[src/rtl/pi_cmd_receiver.sv]
// Deserialises 16-bit MSB-first Pi command frames and, on a valid save, commits the clock and data generator controls.
// Latency: cmd_save_pi rise to cfg update takes SYNC_STAGES+2 CLK cycles. There is no backpressure: the Pi paces frames and a stalled frame is aborted after TIMEOUT_CYC.
// Define PI_CMD_READBACK_EN to echo the last accepted frame on cmd_echo_pi while the next frame is shifted in.
module pi_cmd_receiver #(
    parameter int          SYNC_STAGES = 2,
    parameter int          TIMEOUT_CYC = 50000,
    parameter logic [1:0]  CLK_CTL_RST = 2'b10,
    parameter logic [1:0]  DAT_CTL_RST = 2'b01
) (
    input  logic       CLK,
    input  logic       RST_B,
    input  logic       cmd_clk_pi,
    input  logic       cmd_data_pi,
    input  logic       cmd_save_pi,
    output logic       cmd_echo_pi,
    output logic [1:0] cfg_clk_ctl,
    output logic [1:0] cfg_dat_ctl,
    output logic       cfg_rst_req,
    output logic       frame_ok,
    output logic       frame_err,
    output logic [4:0] bit_cnt
);

    localparam int             TW        = $clog2(TIMEOUT_CYC + 1);
    localparam logic [TW-1:0]  IDLE_LAST = TW'(TIMEOUT_CYC - 1);
    localparam logic [3:0]     SYNC_WORD = 4'b1010;
    localparam logic [4:0]     BITS_FULL = 5'd16;
    localparam logic [4:0]     BITS_OVF  = 5'd17;

    typedef enum logic [1:0] {IDLE, SHIFT, CHECK} state_t;

    state_t                 state;
    logic [SYNC_STAGES-1:0] clk_sync;
    logic [SYNC_STAGES-1:0] dat_sync;
    logic [SYNC_STAGES-1:0] save_sync;
    logic                   clk_prev;
    logic                   save_prev;
    logic [15:0]            shreg;
    logic [TW-1:0]          idle_cnt;

    logic clk_s, dat_s, save_s;
    logic clk_rise, clk_edge, save_rise;
    logic frame_good;

    always_ff @(posedge CLK or negedge RST_B) begin
        if (!RST_B) begin
            clk_sync  <= '0;
            dat_sync  <= '0;
            save_sync <= '0;
            clk_prev  <= 1'b0;
            save_prev <= 1'b0;
        end else begin
            clk_sync  <= {clk_sync[SYNC_STAGES-2:0], cmd_clk_pi};
            dat_sync  <= {dat_sync[SYNC_STAGES-2:0], cmd_data_pi};
            save_sync <= {save_sync[SYNC_STAGES-2:0], cmd_save_pi};
            clk_prev  <= clk_sync[SYNC_STAGES-1];
            save_prev <= save_sync[SYNC_STAGES-1];
        end
    end

    assign clk_s     = clk_sync[SYNC_STAGES-1];
    assign dat_s     = dat_sync[SYNC_STAGES-1];
    assign save_s    = save_sync[SYNC_STAGES-1];
    assign clk_rise  = clk_s & ~clk_prev;
    assign clk_edge  = clk_s ^ clk_prev;
    assign save_rise = save_s & ~save_prev;

    assign frame_good = (bit_cnt == BITS_FULL) && (shreg[15:12] == SYNC_WORD) && !(^shreg);

    always_ff @(posedge CLK or negedge RST_B) begin
        if (!RST_B) begin
            state       <= IDLE;
            shreg       <= '0;
            idle_cnt    <= '0;
            bit_cnt     <= '0;
            cfg_clk_ctl <= CLK_CTL_RST;
            cfg_dat_ctl <= DAT_CTL_RST;
            cfg_rst_req <= 1'b0;
            frame_ok    <= 1'b0;
            frame_err   <= 1'b0;
        end else begin
            frame_ok    <= 1'b0;
            cfg_rst_req <= 1'b0;
            case (state)
                IDLE: begin
                    // A save with nothing shifted in still goes through CHECK and is rejected there.
                    if (save_rise) begin
                        state <= CHECK;
                    end else if (clk_rise) begin
                        shreg    <= {shreg[14:0], dat_s};
                        bit_cnt  <= 5'd1;
                        idle_cnt <= '0;
                        state    <= SHIFT;
                    end
                end
                SHIFT: begin
                    if (save_rise) begin
                        state <= CHECK;
                    end else if (clk_rise) begin
                        shreg    <= {shreg[14:0], dat_s};
                        idle_cnt <= '0;
                        if (bit_cnt != BITS_OVF)
                            bit_cnt <= bit_cnt + 5'd1;
                    end else if (clk_edge) begin
                        idle_cnt <= '0;
                    end else if (idle_cnt == IDLE_LAST) begin
                        frame_err <= 1'b1;
                        bit_cnt   <= '0;
                        state     <= IDLE;
                    end else begin
                        idle_cnt <= idle_cnt + 1'b1;
                    end
                end
                CHECK: begin
                    if (frame_good) begin
                        cfg_clk_ctl <= shreg[11:10];
                        cfg_dat_ctl <= shreg[9:8];
                        cfg_rst_req <= shreg[7];
                        frame_ok    <= 1'b1;
                        frame_err   <= 1'b0;
                    end else begin
                        frame_err   <= 1'b1;
                    end
                    bit_cnt <= '0;
                    state   <= IDLE;
                end
                default: state <= IDLE;
            endcase
        end
    end

`ifdef PI_CMD_READBACK_EN
    logic [15:0] echo_q;
    logic        take_bit;

    // Mirrors the shift condition above so the echo advances exactly once per accepted data bit.
    assign take_bit = clk_rise && !save_rise && (state != CHECK);

    always_ff @(posedge CLK or negedge RST_B) begin
        if (!RST_B)
            echo_q <= '0;
        else if (state == CHECK && frame_good)
            echo_q <= shreg;
        else if (take_bit)
            echo_q <= {echo_q[14:0], 1'b0};
    end

    assign cmd_echo_pi = echo_q[15];
`else
    assign cmd_echo_pi = 1'b0;
`endif

endmodule
[config.mk]
export PLATFORM = sky130hd
export DESIGN_NAME = pi_cmd_receiver
export DESIGN_NICKNAME = d
export VERILOG_FILES = /design/src/rtl/pi_cmd_receiver.sv
export SDC_FILE = /design/constraint.sdc
export NUM_CORES = 1
export LEC_CHECK = 0
export BUFFER_PORTS_ARGS = -buffer_cell sky130_fd_sc_hd__buf_2
export CAP_MARGIN = 10
export CORE_ASPECT_RATIO = 1.1
export CORE_MARGIN = 1
export CORE_UTILIZATION = 35
export CTS_CLUSTER_DIAMETER = 60
export DETAILED_ROUTE_END_ITERATION = 6
export PLACE_DENSITY = 0.54
export SLEW_MARGIN = 5
export SYNTH_ARGS = -nofsm -noshare
export SYNTH_HDL_FRONTEND = slang
export SYNTH_SLANG_ARGS = --single-unit
[constraint.sdc]
create_clock -name CLK -period 2.3 [get_ports CLK]
set_input_delay 0.115 -clock CLK [delete_from_list [all_inputs] [get_ports CLK]]
set_output_delay 0.115 -clock CLK [all_outputs]
set_load 0.05 [all_outputs]
Word-level counts from Yosys, hierarchy flattened --
Cells that the tools add are included.
Word-level totals: word-level logic and storage cells 89, memories kept 0, memory bits (read-only) 0, bits in writable memories 0, output and inout port bits 13, bits in latches 0, register bits after elaboration 54
Cells by class: $lt $le $gt $ge 0, shifts and indexed selects 0, equal/unequal tests 20, bitwise operators 6, add/sub/neg operators 2, reductions and logical operators 15, $mul 0, muxes and demuxes 32, div/mod/pow operators 0
Operators with widths (number):
- $mux 16 | 6
- $mux 5 | 7
- $pmux 16 s2 | 1
- $ne 3x3->1 const B | 7
- $add 16x1->16 const B | 1
- $eq 16x16->1 const B | 1
- $reduce_xor 16->1 | 1
- $pmux 5 s3 | 1
- $mux 2 | 6
- $ne 2x2->1 const B | 6
- $reduce_and 5->1 | 2
- $mux 1 | 9
- $reduce_and 7->1 | 1
- $add 5x1->5 const B | 1
- $eq 5x5->1 const B | 1
- $ne 5x5->1 const B | 1
- $eq 4x4->1 const B | 1
- $ne 4x4->1 const B | 1
- $pmux 2 s2 | 1
- $reduce_and 4->1 | 1
- $reduce_bool 2->1 | 2
- $not 1->1 | 3
- $reduce_and 3->1 | 1
- $reduce_bool 3->1 | 1
- other kinds (10) | 12

Logic depth before layout (Yosys ltp) --
depth in word-level cells 6, gate-level depth with buffers 8, depth with buffers taken out 7

Worst setup path before layout --
No wires, ideal clock.
path type flip-flop to flip-flop, start point register shreg[12], end point register cfg_clk_ctl[0], clock period less this slack 2.296 ns, arrival 2.171 ns, path slack 0.004 ns, path buffers 1, cell stages (with the launch flop) 9, path through dfrtp_1 inv_1 ha_1 xnor2_1 xnor3_1 xnor3_1 or3_1 buf_6 mux2_4
Between the ends: longest elaborated chain between the ends 4, elaborated cells between the ends (all ways) 6, those cells by class 1 x eq/ne; 5 x reduce/logical
RTL lines:
- start, declared | RTL line 38 | logic [15:0] shreg;
- start signal, assigned | RTL line 90 | shreg <= {shreg[14:0], dat_s};
- start signal, assigned | RTL line 100 | shreg <= {shreg[14:0], dat_s};
- $reduce_xor 16->1 or $eq 4x4->1 (tied branches) | RTL line 68 | assign frame_good = (bit_cnt == BITS_FULL) && (shreg[15:12] == SYNC_WORD) && !(^shreg);
- $logic_not 1->1 or $logic_and 1x1->1 (tied branches) | RTL line 68
- $logic_and 1x1->1 * | RTL line 68
- $reduce_and 2->1 (no line) *
- end signal, assigned | RTL line 116 | cfg_clk_ctl <= shreg[11:10];
- end, declared | RTL line 16 | output logic [1:0] cfg_clk_ctl,
Mark *: on every way between the ends. The rest lies on a longest branch, timed or not. A chain may end at the register's enable or synchronous reset.

Worst setup path in the final report --
start point register shreg[14], end point register cfg_clk_ctl[0]
The elaborated chain is that of the path after synthesis.

==> metrics.txt <==
Ys Warns=0; IO Pins=18; die height=around 94 um; first-pass GRT wire length=8470 um; antenna-violating nets left=0; Mapped Nets=~270; f_max=0.454 GHz; area of the multi-input gates=~0.0013 sq mm; Post-synth top flop=dfrtp_1; Seq cells post-synth=54; Bufs on Longest Clock Path=2; placed insts=between 300 and 400; vias per std cell=slightly above 5; post-synth top area cell=dfrtp_1; fin area=0.00308 sq mm; Req. time, crit path=2.50 ns; H-tree depth=2; Cell Count, Final, Fillers Out=367; CTS Sinks=54; HPWL after DPL=around 3400 um; Routability Congestion=0.803; Max Cap Viol=0; FILL cells=725; top post-synthesis cells by area=dfrtp_1 (49%), mux2_2 (5.9%), ha_1 (5.1%); top-count cell post-synth=dfrtp_1; cells after synthesis=between 200 and 250; row cnt=33; number of flops mapped to enable cells by yosys=0; First-pass DRT Iterations=4; final hold viol count=0; WP data arrival=between 2 and 2.5 ns; CP most frequent cell=xnor2_1; Seq/Total Area, Yosys=about half; clk root buf=clkbuf_8; post-synthesis cell area=0.00268 sq mm; Worst Skew=around 0.015 ns; Crit Path Category=reg -> reg; top cell type's share of synthesized area=approximately half; period utilization=95.7%; core area=approximately 0.0074 sq mm; critical path endpoint category=register; Global Route Usage Sum=approximately 13%; ratio of cells with drive above 1 in the final layout=between 20% and 30%; Crit Path Max Fanout=7; area of the die=0.00802 sq mm; WL final=roughly 5000 um; run status=finished clean; Tmin final=around 2.2 ns; initial core utilization=36.1%; total chip power=0.00290 W; Num CTS Buffers=5; Area Growth Syn to Fin=14.7%; port bufs=16; worst vdd ir=between 0.2 and 0.3 mV; asr flop ratio synth=100%; Crit path largest cell delay=about 0.44 ns; Tightest Pin Transition=0.598 ns; post-CTS setup buffers=0; crit-path cells=inv_2 > ha_4 > xnor2_1 > xnor2_1 > xnor3_1 > or3_4 > mux2_4; utilization after layout=just over 40%; Slew Viols, Final=0; clk slew on worst S/H paths=0.11 ns; vias=about 1.9k; PwrDens=approximately 940 mW/mm^2; Commonest cells post-synth=dfrtp_1 (52), o21ai_0 (26), nand2_1 (16), nor2_1 (16); drt initial violations=128; Yosys cell types=45; CP max-delay cell=or3_4; crit start category=register; initial antenna violation count=0; largest net degree at the start of global routing=31; ant diodes=0; Slew HR=about three fifths; routed len/inst=13.5 um; number of global-route vias before repair=approximately 1.8k; mean post-synth cell area=~11 sq um; Final nets=roughly 300; final setup vio count=0; hold crit path type=in -> async; CTS tree=done; Reg area=0.00135 sq mm; Area after DPL=between 0.002 and 0.003 sq mm; Die W=about 85 um; clock latency at the later pin of the worst-skew pair=around 0.32 ns; remaining global-route overflow=0; DRC Markers=0; Leak=1.39 nW
layer usage:
layer,vias to the layer above,wire length (um),track usage (%)
li1,943,-,-
met1,924,2450,17.7
met2,29,2290,21.5
met3,7,122,2.90
met4,0,100,5.14
met5,-,0,0
through the flow:
step	hold WS [ns]	worst slack [ns]	TNS (ns)
after global routing	0.361	-0.00905	-0.00905
after CTS	0.338	0.00110	0
after detailed placement	0.149	-0.138	-0.578
final	0.322	0.0994	0
after floorplan	-0.181	0.00426	0
after global placement	0.146	-0.122	-0.497
kinds of logic after synthesis:
kind of cell    after synthesis  synth area share (%)
simple gates                 75                  14.6
flops                        54                  50.5
buf+inv                      22                  3.50
mux                          19                  8.49
compound gates               56                  13.0
xor+xnor                     11                  4.62
fa+ha+maj                    11                  5.13
other cells                   1                 0.140
critical path: cells and delay by family, from the launching register on:
kind / cells / cell delay [ns]
muxes: 1 / 0.31
DFF: 1 / 0.40
and+or+nand+nor: 1 / 0.44
xor gates and xnor gates: 3 / 0.66
adders and majority gates: 1 / 0.20
buffers and inverters: 1 / 0.08
placed cells by master, fill, tap and decap left out, types with 7 or more instances in the layout:
cell / count
buf_2: 16
buf_4: 10
dfrtp_1: 52
ha_1: 10
inv_1: 13
mux2_2: 14
nand2_1: 16
nand2b_1: 8
nand3_1: 8
nand4_1: 7
nor2_1: 16
o21ai_0: 26
o31ai_1: 8
xnor2_1: 8
cell type report:
class / instances / share of cell area (%)
multi-input combinational: 173 / 40.7
clock inverter: 3 / 0.814
inverter: 14 / 1.71
clock buffer: 5 / 2.24
sequential: 54 / 44.0
tap: 87 / 3.54
timing repair buffer: 31 / 7.00
state kept, by name, summed over array words and instances (netlist names):
register     flops
frame_err        1
bit_cnt          5
clk_sync         2
cfg_clk_ctl      2
cfg_dat_ctl      2
clk_prev         1
save_prev        1
cfg_rst_req      1
shreg           16
dat_sync         2
frame_ok         1
state            2
save_sync        2
idle_cnt        16
where the power goes:
part | switching, W | total (W) | internal (W)
clock | 0.000341 | 0.000562 | 0.000221
sequential | 0.000121 | 0.00120 | 0.00108
combinational | 0.000555 | 0.00114 | 0.000582
total | 0.00102 | 0.00290 | 0.00188
final timing paths:
| kind | start | cells after the start | slack [ns] | to |
|---|---|---|---|---|
| hold / removal | RST_B | 2 | 0.32 | shreg[6]$_DFFE_PN0P_ |
| max in group asynchronous | RST_B | 3 | 1.40 | bit_cnt[2]$_DFFE_PN0P_ |
| setup reg to reg | shreg[14]$_DFFE_PN0P_ | 7 | 0.1 | cfg_clk_ctl[0]$_DFFE_PN0P_ |
| setup / recovery | shreg[14]$_DFFE_PN0P_ | 7 | 0.1 | cfg_clk_ctl[0]$_DFFE_PN0P_ |
| min in group CLK | dat_sync[0]$_DFF_PN0_ | 0 | 0.34 | dat_sync[1]$_DFF_PN0_ |
| hold reg to reg | dat_sync[0]$_DFF_PN0_ | 0 | 0.34 | dat_sync[1]$_DFF_PN0_ |
what timing repair did:
action,in CTS,in global routing
endpoints found under the setup margin,5,5
gates cloned,0,0
hold buffers,4,0
pin swaps,1,4
endpoints found under the hold margin,25,0
gates resized for setup,1,2
Power figures use the tool's default switching activity.
